**config.mk**
```make
export PLATFORM = sky130hd
export DESIGN_NAME = red_accum
export DESIGN_NICKNAME = d
export VERILOG_FILES = /design/src/rtl/red_accum.sv
export SDC_FILE = /design/constraint.sdc
export NUM_CORES = 1
export LEC_CHECK = 0
export ABC_AREA = 1
export CORE_UTILIZATION = 54
export CTS_CLUSTER_DIAMETER = 80
export DETAILED_ROUTE_END_ITERATION = 8
export PLACE_DENSITY = 0.8
export SYNTH_ARGS = -nofsm -noshare
export SYNTH_HDL_FRONTEND = slang
export SYNTH_SLANG_ARGS = --single-unit
```
**constraint.sdc**
```tcl
create_clock -name clk -period 2.5 [get_ports clk]
set_clock_uncertainty 0.1 [all_clocks]
set_input_delay 0.375 -clock clk [delete_from_list [all_inputs] [get_ports clk]]
set_output_delay 0.375 -clock clk [all_outputs]
set_load 0.02 [all_outputs]
```
**src/rtl/red_accum.sv**
```systemverilog
// Multi-cycle reduction of the adder's RED-mode lane outputs: each {carry, nibble}
// lane value is added in turn into one zero-extended OUT_W-bit result.
module red_accum #(
  parameter int LANES  = 4,
  parameter int LANE_W = 4,
  parameter int OUT_W  = 16
) (
  input  logic                      clk,
  input  logic                      rst_n,
  input  logic                      start,
  input  logic                      stall,
  input  logic                      flush,
  input  logic [LANES*LANE_W-1:0]   lane_sum,
  input  logic [LANES-1:0]          lane_carry,
  output logic                      busy,
  output logic                      done,
  output logic [OUT_W-1:0]          result
);

  localparam int CNT_W = (LANES > 2) ? 2 : 1;
  localparam logic [CNT_W-1:0] LAST_LANE = CNT_W'(LANES - 1);

  localparam logic [1:0] IDLE = 2'd0;
  localparam logic [1:0] ACC  = 2'd1;
  localparam logic [1:0] DONE = 2'd2;

  logic [1:0]                   state_q, state_d;
  logic [CNT_W-1:0]             cnt_q, cnt_d;
  logic [OUT_W-1:0]             acc_q, acc_d;
  logic [OUT_W-1:0]             result_q, result_d;
  logic [LANES-1:0][LANE_W:0]   buf_q, buf_d;

  logic [LANES-1:0][LANE_W:0]   capture;
  logic [OUT_W-1:0]             lane_ext;
  logic [OUT_W-1:0]             acc_sum;

  always_comb begin
    for (int i = 0; i < LANES; i++) begin
      capture[i] = {lane_carry[i], lane_sum[i*LANE_W +: LANE_W]};
    end
  end

  assign lane_ext = {{(OUT_W-LANE_W-1){1'b0}}, buf_q[cnt_q]};
  assign acc_sum  = acc_q + lane_ext;

  // The final sum goes straight into result on the ACC->DONE edge, so result is
  // already valid during the single DONE cycle in which done is high.
  always_comb begin
    state_d  = state_q;
    cnt_d    = cnt_q;
    acc_d    = acc_q;
    buf_d    = buf_q;
    result_d = result_q;
    if (flush) begin
      state_d = IDLE;
      cnt_d   = '0;
      acc_d   = '0;
    end else begin
      case (state_q)
        IDLE, DONE: begin
          if (start) begin
            buf_d   = capture;
            acc_d   = '0;
            cnt_d   = '0;
            state_d = ACC;
          end else begin
            state_d = IDLE;
          end
        end
        ACC: begin
          if (!stall) begin
            acc_d = acc_sum;
            if (cnt_q == LAST_LANE) begin
              cnt_d    = '0;
              result_d = acc_sum;
              state_d  = DONE;
            end else begin
              cnt_d = cnt_q + CNT_W'(1);
            end
          end
        end
        default: state_d = IDLE;
      endcase
    end
  end

  always_ff @(posedge clk or negedge rst_n) begin
    if (!rst_n) begin
      state_q  <= IDLE;
      cnt_q    <= '0;
      acc_q    <= '0;
      result_q <= '0;
      buf_q    <= '0;
    end else begin
      state_q  <= state_d;
      cnt_q    <= cnt_d;
      acc_q    <= acc_d;
      result_q <= result_d;
      buf_q    <= buf_d;
    end
  end

  assign busy   = (state_q == ACC);
  assign done   = (state_q == DONE);
  assign result = result_q;

endmodule

```
=== Word level (Yosys, flattened, before mapping) ===
Index checks and enable logic that the tools add are counted.

* Register bits after elaboration: 56
* Input port bits: 25
* Output and inout port bits: 18

* Multiplexer cells: 16
* $lt $le $gt $ge: 1
* $add $sub $neg: 2
* Reductions and logical operators: 7
* Equal/unequal tests: 6
* Bitwise operators: 2

{| class="wikitable"
|+ Operators by type and width
! kind !! count
|-
| 16-bit 2-to-1 mux || 3
|-
| 16-bit case mux with 2 select lines || 1
|-
| 16-bit by 5-bit adder with 16-bit output || 1
|-
| 2-bit 2-to-1 mux || 7
|-
| 5-bit binary-select mux with 2-bit select || 1
|-
| 2-bit case mux with 2 select lines || 2
|-
| 3-bit != test, second input constant || 2
|-
| 3-bit AND reduction || 2
|-
| 5-bit 2-to-1 mux || 1
|-
| 2-bit equality test, second input constant || 2
|-
| 4-bit AND reduction || 1
|-
| 2-bit by 3-bit < comparator with 1-bit output, second input constant || 1
|-
| 3-bit by 2-bit != test with 1-bit output, second input constant || 1
|-
| 3-bit nonzero test || 1
|-
| 2-bit by 1-bit adder with 2-bit output, second input constant || 1
|-
| 2-bit by 1-bit equality test with 1-bit output, second input constant || 1
|-
| 2-bit logical NOT || 1
|-
| 1-bit NOT || 2
|-
| 2-bit AND reduction || 1
|-
| 2-bit OR reduction || 1
|-
| 1-bit 2-to-1 mux || 1
|}

=== Depth between registers and ports, before layout ===
* Depth after elaboration: 6
* Mapped depth: 15
* Depth with buffers taken out: 14

=== Worst setup path after synthesis ===
Ideal clock, no wire load.

* Path kind: register to register
* Start point: register cnt_q[0]
* End point: register acc_q[6]
* Arrival time: 2,100 ps
* Path slack: 182 ps
* Buffers on the path: 1
* Cell stages (with the launch flop): 13
* Period minus slack after synthesis: 2,318 ps
* Cell sequence: dfrtp_1 -> clkbuf_1 -> o21ai_0 -> o22ai_1 -> ha_1 -> fa_1 -> nand2_1 -> nand2_1 -> nand3_1 -> nand2_1 -> or2_2 -> nand3_1 -> nand2_1

* Longest elaborated chain between the ends: 6

{| class="wikitable"
|+ RTL lines
! element !! RTL line !! text
|-
| start, declared || 28 || <nowiki>logic [CNT_W-1:0] cnt_q, cnt_d;</nowiki>
|-
| start signal, assigned || 96 || <nowiki>cnt_q <= cnt_d;</nowiki>
|-
| 5-bit binary-select mux with 2-bit select || 43 || <nowiki>assign lane_ext = {{(OUT_W-LANE_W-1){1'b0}}, buf_q[cnt_q]};</nowiki>
|-
| 5-bit 2-to-1 mux (implied by the code) || 43 ||
|-
| 16-bit by 5-bit adder with 16-bit output || 44 || <nowiki>assign acc_sum = acc_q + lane_ext;</nowiki>
|-
| 16-bit 2-to-1 mux || 71 || <nowiki>if (!stall) begin</nowiki>
|-
| 16-bit case mux with 2 select lines || 59 || <nowiki>case (state_q)</nowiki>
|-
| 16-bit 2-to-1 mux || 54 || <nowiki>if (flush) begin</nowiki>
|-
| end signal, assigned || 91 || <nowiki>acc_q <= '0;</nowiki>
|-
| end signal, assigned || 97 || <nowiki>acc_q <= acc_d;</nowiki>
|-
| end, declared || 29 || <nowiki>logic [OUT_W-1:0] acc_q, acc_d;</nowiki>
|}

No other way between the ends. The select of a mux whose other input is x is not followed.
A chain may end at the register's enable or synchronous reset.

=== Worst setup path in the final report ===
Same ends and word-level chain as after synthesis.

==> results.yml <==
pwr:
  combPwrFrac: 0.189
  internal-power_w: 0.00147
  peakVddDrop_mv: 0.482
  power.leakage_nw: 1.75
  power_frac_seq: 0.521
  switchingPower_w: 0.000531
  p_per_area_mw_per_mm2: 570
  power.share.clock: 0.290
  switching_share: 0.266
sta:
  fin_crit_ps: 2340
  hold_violations: 0
  fin_crit_sh: 0.938
  fmaxAchievable_ghz: 0.426
  relSlewSlack: 0.563
  setup-tns-final_ps: 0
  holdWs_ps: 382
  maxSlewViolCount: 0
  setup_viol: 0
  worst_slew_pin_slew_ps: 656
final_layout:
  syn_to_final_growth_pct: 23.3
  drive_gt1_frac: 0.130
  final_util: 0.690
  nets: 415
  antenna_cells: 0
clock_tree:
  cts-root-buf: "clkbuf_8"
  clk_transition_reported_paths_ps: 100
  clock_latency_ps: 310
  cts_max_level: 2
  cts_tree: "yes"
  cts_buffer_depth: 2
  cts_made_buffers: 5
  numClockSinks: 56
logic_synthesis:
  avgSynthCellArea_sq_um: 8.45
  ys_async_sr_fraction: 1.00
  seq_area_frac_synth: 0.493
  yosys_warnings: 0
  synth-edff-count: 0
  synth_nets: 368
  synthCells: 336
  synth_ff_type: "dfrtp_1"
  synth-seq-cells: 56
  synth.distinct_cells: 26
  syn_area_sq_mm: 0.00284
global_routing:
  grt_pass1_vias: 2232
  grt_pass1_wl_um: 10100
  grt_remaining_overflow: 0
  grt_usage: 0.242
  grt_start_max_net_pins: 30
  antenna_found_initial: 0
status:
  status: "finished clean"
die:
  rows: 26
  dieWidth_um: 74.5
  die-area_sq_mm: 0.00555
  start_util: 0.560
  core_sq_mm: 0.00507
  io-pin-count: 43
  die_h_um: 74.5
routing:
  vias_per_cell: 5.22
  drt-pass1-iter-count: 4
  vias: 2370
  wl_um: 5840
  drc: 0
  wl_per_cell_um: 12.9
  drt_first_iter_violations: 150
  ant_nets: 0
setup_path:
  worstPathArrival_ps: 2450
  setup.worst_path.end_class: "flip-flop"
  cp-start-kind: "flip-flop"
  path_class: "flip-flop to flip-flop"
  critPathMaxFanout: 6
  crit_required_ps: 2610
job:
  maxCapViolations: 0
placement:
  dp_hpwl_um: 4460
  numPortBuffers: 42
  finalWeightedCongestion: 0.902
min_path:
  min_path_type: "flip-flop to flip-flop"
per-stage QoR:
step	total power [W]	area, sq um	worst slack (ps)	std cells
CTS	0.00200	3470	37.3	454
finish	0.00200	3500	155	454
global placement	0.00140	3340	146	444
detailed placement	0.00142	3340	41.6	444
global route	0.00210	3500	-0.0402	454
floorplan	0.00128	2840	182	336
cell usage after synthesis, drive strengths merged (3+ instances only):
cell    count  area [sq um]
ha          6          75.1
dfrtp      56          1400
o21ai      18          90.1
nand3      41           205
o22ai       6          51.3
nand2     114           433
inv        31           116
nor2       24           100
nand3b      4          30.0
buf         5          32.5
mux2       20           225
clkbuf      3          11.3
xor2        3          26.3
path summary, 6_finish.rpt:
| path | depth (start not counted) | from | slack [ps] | end |
|---|---|---|---|---|
| worst max-delay path | 12 | cnt_q[0]$_DFFE_PN0P_ | 160 | acc_q[6]$_DFFE_PN0P_ |
| worst min-delay path | 2 | result[7]$_DFFE_PN0P_ | 380 | result[7]$_DFFE_PN0P_ |
| worst max register to register | 12 | cnt_q[0]$_DFFE_PN0P_ | 160 | acc_q[6]$_DFFE_PN0P_ |
| worst min register to register | 2 | result[7]$_DFFE_PN0P_ | 380 | result[7]$_DFFE_PN0P_ |
| max in group asynchronous | 3 | rst_n | 1190 | cnt_q[1]$_DFFE_PN0P_ |
| min in group asynchronous | 2 | rst_n | 530 | result[4]$_DFFE_PN0P_ |
final cells by class:
type / count / area [sq um]
flip-flops and latches: 56 / 1400
clock inverters: 2 / 35.0
well taps: 70 / 87.6
fillers: 433 / 1570
inverters: 31 / 116
multi-input cells: 241 / 1310
clock buffers: 6 / 72.6
repair buffers: 48 / 475
power by group through the flow:
stage                     logic, W  registers (W)  clock network (W)
after global routing      0.000420        0.00105           0.000626
after floorplan           0.000242        0.00104                  0
after detailed placement  0.000361        0.00106                  0
after global placement    0.000348        0.00106                  0
final                     0.000377        0.00104           0.000580
after CTS                 0.000364        0.00104           0.000595
cell families (layout without fill, tap and decap cells):
kind of cell,count (synthesis),in the layout,synth area share
AND/OR/NAND/NOR,186,186,0.277
flip-flops,56,56,0.493
buffers and inverters,39,87,0.0564
AO/OA/AOI/OAI,25,25,0.0515
multiplexers,20,20,0.0793
adder cells (fa/ha/maj),7,7,0.0335
XOR/XNOR,3,3,0.00925
worst max-delay path: stages (launching register included):
cell and delay, ps:
dfrtp_1 420, buf_4 150, nor2_1 110, o22ai_1 90, ha_1 240, fa_2 380
nand2_1 80, nand2_1 50, nand3_1 80, nand2_2 100, or2_2 300, nand3_1 90
nand2_1 60
layer usage:
metal  vias to the layer above  track usage  share of wire
met5                         -            0              0
met4                         0       0.0797          0.012
met3                         8       0.0556          0.045
met2                        57        0.386           0.48
met1                      1128        0.327           0.46
li1                       1177            -              -
sequential cells by signal, indices dropped and copies added (netlist names):
signal,count
state_q,2
acc_q,16
cnt_q,2
result,16
buf_q,20
placed cells by master (no fill, tap or decap), types with 4 or more instances in the layout:
master / instances
buf_4: 4
clkbuf_8: 5
clkdlybuf4s50_1: 41
dfrtp_1: 55
ha_1: 5
inv_1: 28
mux2_2: 19
nand2_1: 110
nand2_2: 4
nand3_1: 40
nand3b_1: 4
nor2_1: 21
o21ai_0: 14
o21ai_1: 4
o22ai_1: 4
timing repair:
item | 4_1_cts | 5_1_grt
hold buffers | 1 | 0
endpoints found under the hold margin | 6 | 0
setup buffers | 1 | 0
endpoints found under the setup margin | 1 | 19
gates cloned | 0 | 0
resized for setup | 0 | 11
pin swaps | 0 | 2
Power figures use the tool's default switching activity.
==> variant 1, RTL diff (same settings) <==
Set the parameter `LANES` to 2 (it was 4).
--- a/src/rtl/red_accum.sv
+++ b/src/rtl/red_accum.sv
@@ -3,3 +3,3 @@
 module red_accum #(
-  parameter int LANES  = 4,
+  parameter int LANES  = 2,
   parameter int LANE_W = 4,
Interface: changed (resized lane_carry and lane_sum); port bits go from 43 to 33. No check against the original RTL was run, so the function may have changed too.
==> variant 1 against the original RTL <==
Design area down 16%; sequential cell count down 11; wire length down 17%; worst setup slack better by 0.19 ns; sequential power down 19%; synthesized cell count down 14%; power down 9.4%; area after synthesis down 12%; highest routed layer unchanged.
==> variant 1: results (changes against the original RTL) <==
The cell-internal power was 1.31 mW (was 1.47 mW); the detailed-route wire length was 4.83 mm (was 5.84 mm). The number of placed instances, taps included was 369 (was 444). The net count of the mapped netlist came out at 311 (was 368).

The count of routing violations after the opening detailed-route iteration is 124 (was 150), and the part of the cycle the worst path needs is 86.1% (was 93.8%). The run finished with clean final reports. The adder-cell share of the synthesized area was 3.30% (was 3.35%); the arrival time reported for the critical path endpoint was 2.25 ns (was 2.45 ns). The share of the synthesized area in compound gates (AO/OA/AOI/OAI) is 3.66% (was 5.15%), and the largest vdd supply drop is 0.344 mV (was 0.482 mV). The standby leakage power was 1.52 nW (was 1.75 nW). The tools report the startpoint of the lowest-slack register-to-register path as cnt_q (was cnt_q[0]). Maximum buffer depth of the clock tree: 2 (unchanged). The worst setup path endpoint is result[12] (was acc_q[6]).

The first-pass GRT wire length was 8.54 mm (was 10.1 mm); the placed wire-length estimate after detailed placement was 3.59 mm (was 4.46 mm). Flop-to-flop setup slack: 0.35 ns (was 0.16 ns). Cell types with the largest area share after synthesis: dfrtp_1 45%, nand2_1 15%, nand3_1 5.6% (was dfrtp_1 49%, nand2_1 15%, mux2_2 7.5%). The run gives 0.358 ns (was 0.0416 ns) as the worst slack at placement.

The via density per instance came out at 5.16 (was 5.22). The number of distinct library cells after synthesis is 33 (was 26), and the number of vias after detailed routing is 1,947 (was 2,370). The prevailing post-synth register cell is dfrtp_1 (unchanged). For the fraction of the yosys area taken by sequential cells, the log shows 45.1% (was 49.3%). Most common library cells after synthesis: 103 x nand2_1, 45 x dfrtp_1, 28 x nand3_1 (was 112 x nand2_1, 56 x dfrtp_1, 41 x nand3_1). The peak fanout along the critical path works out to 8 (was 6).

Final net count: 345 (was 415). The fraction of final layout cells sized beyond drive strength 1 came out at 17.5% (was 13.0%). The number of global-route vias before repair is 1,847 (was 2,232), and the count of port buffers added during placement is 32 (was 42). The transition time at the pin with the least slew margin was 0.549 ns (was 0.656 ns); the number of cells on the worst reg-to-reg path was 13 (was 12).

Multiplexer fraction of the synthesized cell area: 5.86% (was 7.93%).
variant 1: cell types whose count changed after synthesis, sizes merged, moves of 2 or more:
cell and change:
o21ai -8, clkbuf -3, o22ai -5, xnor2 +2
xor2 -2, mux2 -10, or2 +2, buf +2
inv -3, nand2 +9, dfrtp -11, nand4 +2
nand3 -11, nor2 -10
variant 1: metal layers:
| layer | vias up | routed length [um] | track usage (%) |
|---|---|---|---|
| met1 | 893 | 2270 | 30.6 |
| li1 | 984 | - | - |
| met2 | 61 | 2210 | 34.6 |
| met5 | - | 0 | 0 |
| met3 | 9 | 232 | 3.46 |
| met4 | 0 | 116 | 10.4 |
variant 1: cell families after synthesis:
| logic type | Yosys count |
|---|---|
| mux | 10 |
| flops | 45 |
| simple gates | 176 |
| compound gates | 14 |
| xor+xnor | 3 |
| fa+ha+maj | 6 |
| buf+inv | 36 |
variant 1: how the worst min path moves through the flow:
stage	end	from	cells past startpoint	slack [ns]
6_report	result[10]	rst_n	2	0.04
5_1_grt	result[10]	rst_n	2	0.1
4_1_cts	result[11]	rst_n	2	0.06
3_5_place_dp	result[2]	result[2]	2	0.37
3_3_place_gp	result[2]	result[2]	2	0.36
2_1_floorplan	acc_q[0]	rst_n	0	-0.02
variant 1: layout make-up:
type	instances	share of cell area [%]
clock buffers	6	2.82
clock inverters	2	1.28
flip-flops and latches	45	38.5
repair buffers	34	11.3
multi-input cells	209	40.1
inverters	29	3.85
well taps	52	2.22
variant 1: worst max-delay path: stages (launching register included):
cell     delay, ns
dfrtp_1       0.47
inv_2         0.11
nand2_1       0.07
nand2_1       0.05
ha_1          0.20
fa_1          0.40
nand2_1       0.08
nand2_1       0.09
nand3_1       0.11
nand2_1       0.09
nand2_1       0.08
nand2_1       0.07
nand3_1       0.08
nand2_1       0.05
variant 1: stage by stage:
| stage | hold WS (ns) | instance area (um2) |
|---|---|---|
| final | 0.0370 | 2930 |
| after global routing | 0.0971 | 2930 |
| after CTS | 0.0632 | 2930 |
| after detailed placement | 0.367 | 2810 |
| after global placement | 0.364 | 2810 |
| after floorplan | -0.0206 | 2500 |
variant 1: power by group through the flow:
stage                     logic (mW)  clock network, mW  registers [mW]
after global placement         0.386                  0           0.853
after detailed placement       0.394                  0           0.856
after CTS                      0.395              0.584           0.841
after global routing           0.427              0.619           0.850
final                          0.391              0.577           0.840
after floorplan                0.251                  0           0.867
==> variant 2, RTL diff (same settings) <==
Without the edit above. Take the reset off `buf_q` and load it in a clocked block of its own.
--- a/src/rtl/red_accum.sv
+++ b/src/rtl/red_accum.sv
@@ -92,3 +92,2 @@
       result_q <= '0;
-      buf_q    <= '0;
     end else begin
@@ -98,4 +97,7 @@
       result_q <= result_d;
-      buf_q    <= buf_d;
     end
+  end
+
+  always_ff @(posedge clk) begin
+    buf_q <= buf_d;
   end
Check against the original RTL: no difference found for any inputs over 4 cycles, from zero or initial values and one cycle with rst_n low; that may be too few to reach the edited logic, so the function may still have changed.
==> variant 2 against the original RTL <==
Sequential cell count did not move; via count fell by 6.9%; wire length fell by 7.8%; worst setup slack improved by 0.039 ns; design area fell by 3.6%; global-route usage fell by 0.95 points; power fell by 1.1%; combinational power rose by 2%; clock power fell by 3%; cell count fell by 6.2%; area after synthesis fell by 3.1%.
==> variant 2: results (changes against the original RTL) <==
The run finished with clean final reports. The area share of buffers outside the clock network was 14.0% (was 13.6%); the all-layer global routing usage was 23.3% (was 24.2%). The number of placed instances, taps included is 417 (was 444). The via density per instance came out at 5.18 (was 5.22). The largest vdd supply drop came out at 0.342 mV (was 0.482 mV).

The clock network area share is 3.19% (was 3.07%). The logs give 341 (was 368) for the net count of the mapped netlist and 29.7% (was 32.7%) for the met1 track utilization from global routing. The tools report the met2 track demand over resource in global routing as 39.4% (was 38.6%).

Cell types with the largest area share after synthesis: dfrtp_1 33%, edfxtp_1 22%, nand2_1 12% (was dfrtp_1 49%, nand2_1 15%, mux2_2 7.5%). The part of the cycle the worst path needs is 92.2% (was 93.8%). The detailed-route wire length was 5.38 mm (was 5.84 mm); the number of enable flip-flop cells after synthesis was 20 (was 0). The first-pass GRT wire length was 9.40 mm (was 10.1 mm); the share of power burned in registers was 51.9% (was 52.1%).

Transition time at the pin with the least slew margin: 0.446 ns (was 0.656 ns). The run gives 0.108 ns (was 0.0416 ns) as the worst slack at placement. The path category of the worst min-delay check was in -> async (was reg -> reg).

The clock insertion delay at the later pin of the skew report is 0.30 ns, and the fraction of the yosys area taken by sequential cells is 54.5% (was 49.3%). The switching power is 0.526 mW (was 0.531 mW). Length of routed met3 wiring: 200 um (was 260 um). The wire length on met1 is 2.40 mm (was 2.70 mm). The top metal layer carrying routed signals is met4 (unchanged). The reg-to-reg endpoint was result[9] (was acc_q[6]).

The run gives 0.386 mW (was 0.377 mW) as the power in combinational cells. The initial antenna violation count came out at 0 (unchanged). Fraction of final layout cells sized beyond drive strength 1: 10.3% (was 13.0%). The final weighted congestion in routability-driven placement is 0.867 (was 0.902). The number of filler instances in the final layout was 420 (was 433); the overall power was 1.97 mW (was 2.00 mW). The count of multi-input combinational gates was 215 (was 241); the fraction of synthesis flops using an asynchronous set or reset pin was 64.3% (was 100%).

The logs give 309 (was 336) for the post-synthesis cell count and 4.80% (was 5.56%) for the met3 track demand over resource in global routing. The power density over cell area was 585 nW/um2 (was 570 nW/um2). The placed wire-length estimate after detailed placement came out at 3.99 mm (was 4.46 mm). The fraction of area in registers was 44.5% (was 40.0%); the flop-to-flop setup slack was 0.19 ns (was 0.16 ns).

The detailed route wirelength on metal2 came out at 2.71 mm (was 2.80 mm). The peak fanout along the critical path came out at 8 (was 6). The worst hold slack was 0.367 ns (was 0.382 ns); the arrival time reported for the critical path endpoint was 2.41 ns (was 2.45 ns).

Most common library cells after synthesis: 90 x nand2_1, 46 x nand3_1, 36 x dfrtp_1 (was 112 x nand2_1, 56 x dfrtp_1, 41 x nand3_1). The number of vias after detailed routing is 2,206 (was 2,370), and the standby leakage power is 1.58 nW (was 1.75 nW). Final net count: 390 (was 415).

The pin count of the biggest net entering global routing was 37 (was 30); the number of global-route vias before repair was 2,118 (was 2,232). The number of cells on the worst reg-to-reg path is 11 (was 12), and the fraction of area in multi-input gates is 32.3% (was 37.5%). For the count of routing violations after the opening detailed-route iteration, the log shows 128 (was 150).
-- variant 2: timing repair --
| item | in CTS | in global routing |
|---|---|---|
| endpoints found under the setup margin | 0 | 21 |
| setup buffers | 0 | 1 |
| resized for setup | 0 | 6 |
| hold buffers | 0 | 0 |
-- variant 2: worst max-delay path, stage by stage, from the launching register on --
cell	delay, ns
dfrtp_1	0.43
buf_4	0.18
o21ai_0	0.10
o22ai_1	0.22
ha_2	0.35
or2_2	0.30
nand3_1	0.13
nand2_2	0.10
nand2_1	0.08
nand2_1	0.06
nand3_1	0.09
nand2_1	0.06
-- variant 2: cells by family (layout without fill, tap and decap cells) --
group | after synthesis | after routing | synth area share (%)
AND/OR/NAND/NOR | 174 | 174 | 28.4
flip-flops | 56 | 56 | 54.5
buffers and inverters | 38 | 88 | 6.18
AO/OA/AOI/OAI | 32 | 32 | 6.82
adder cells (fa/ha/maj) | 7 | 7 | 3.45
XOR/XNOR | 2 | 2 | 0.636
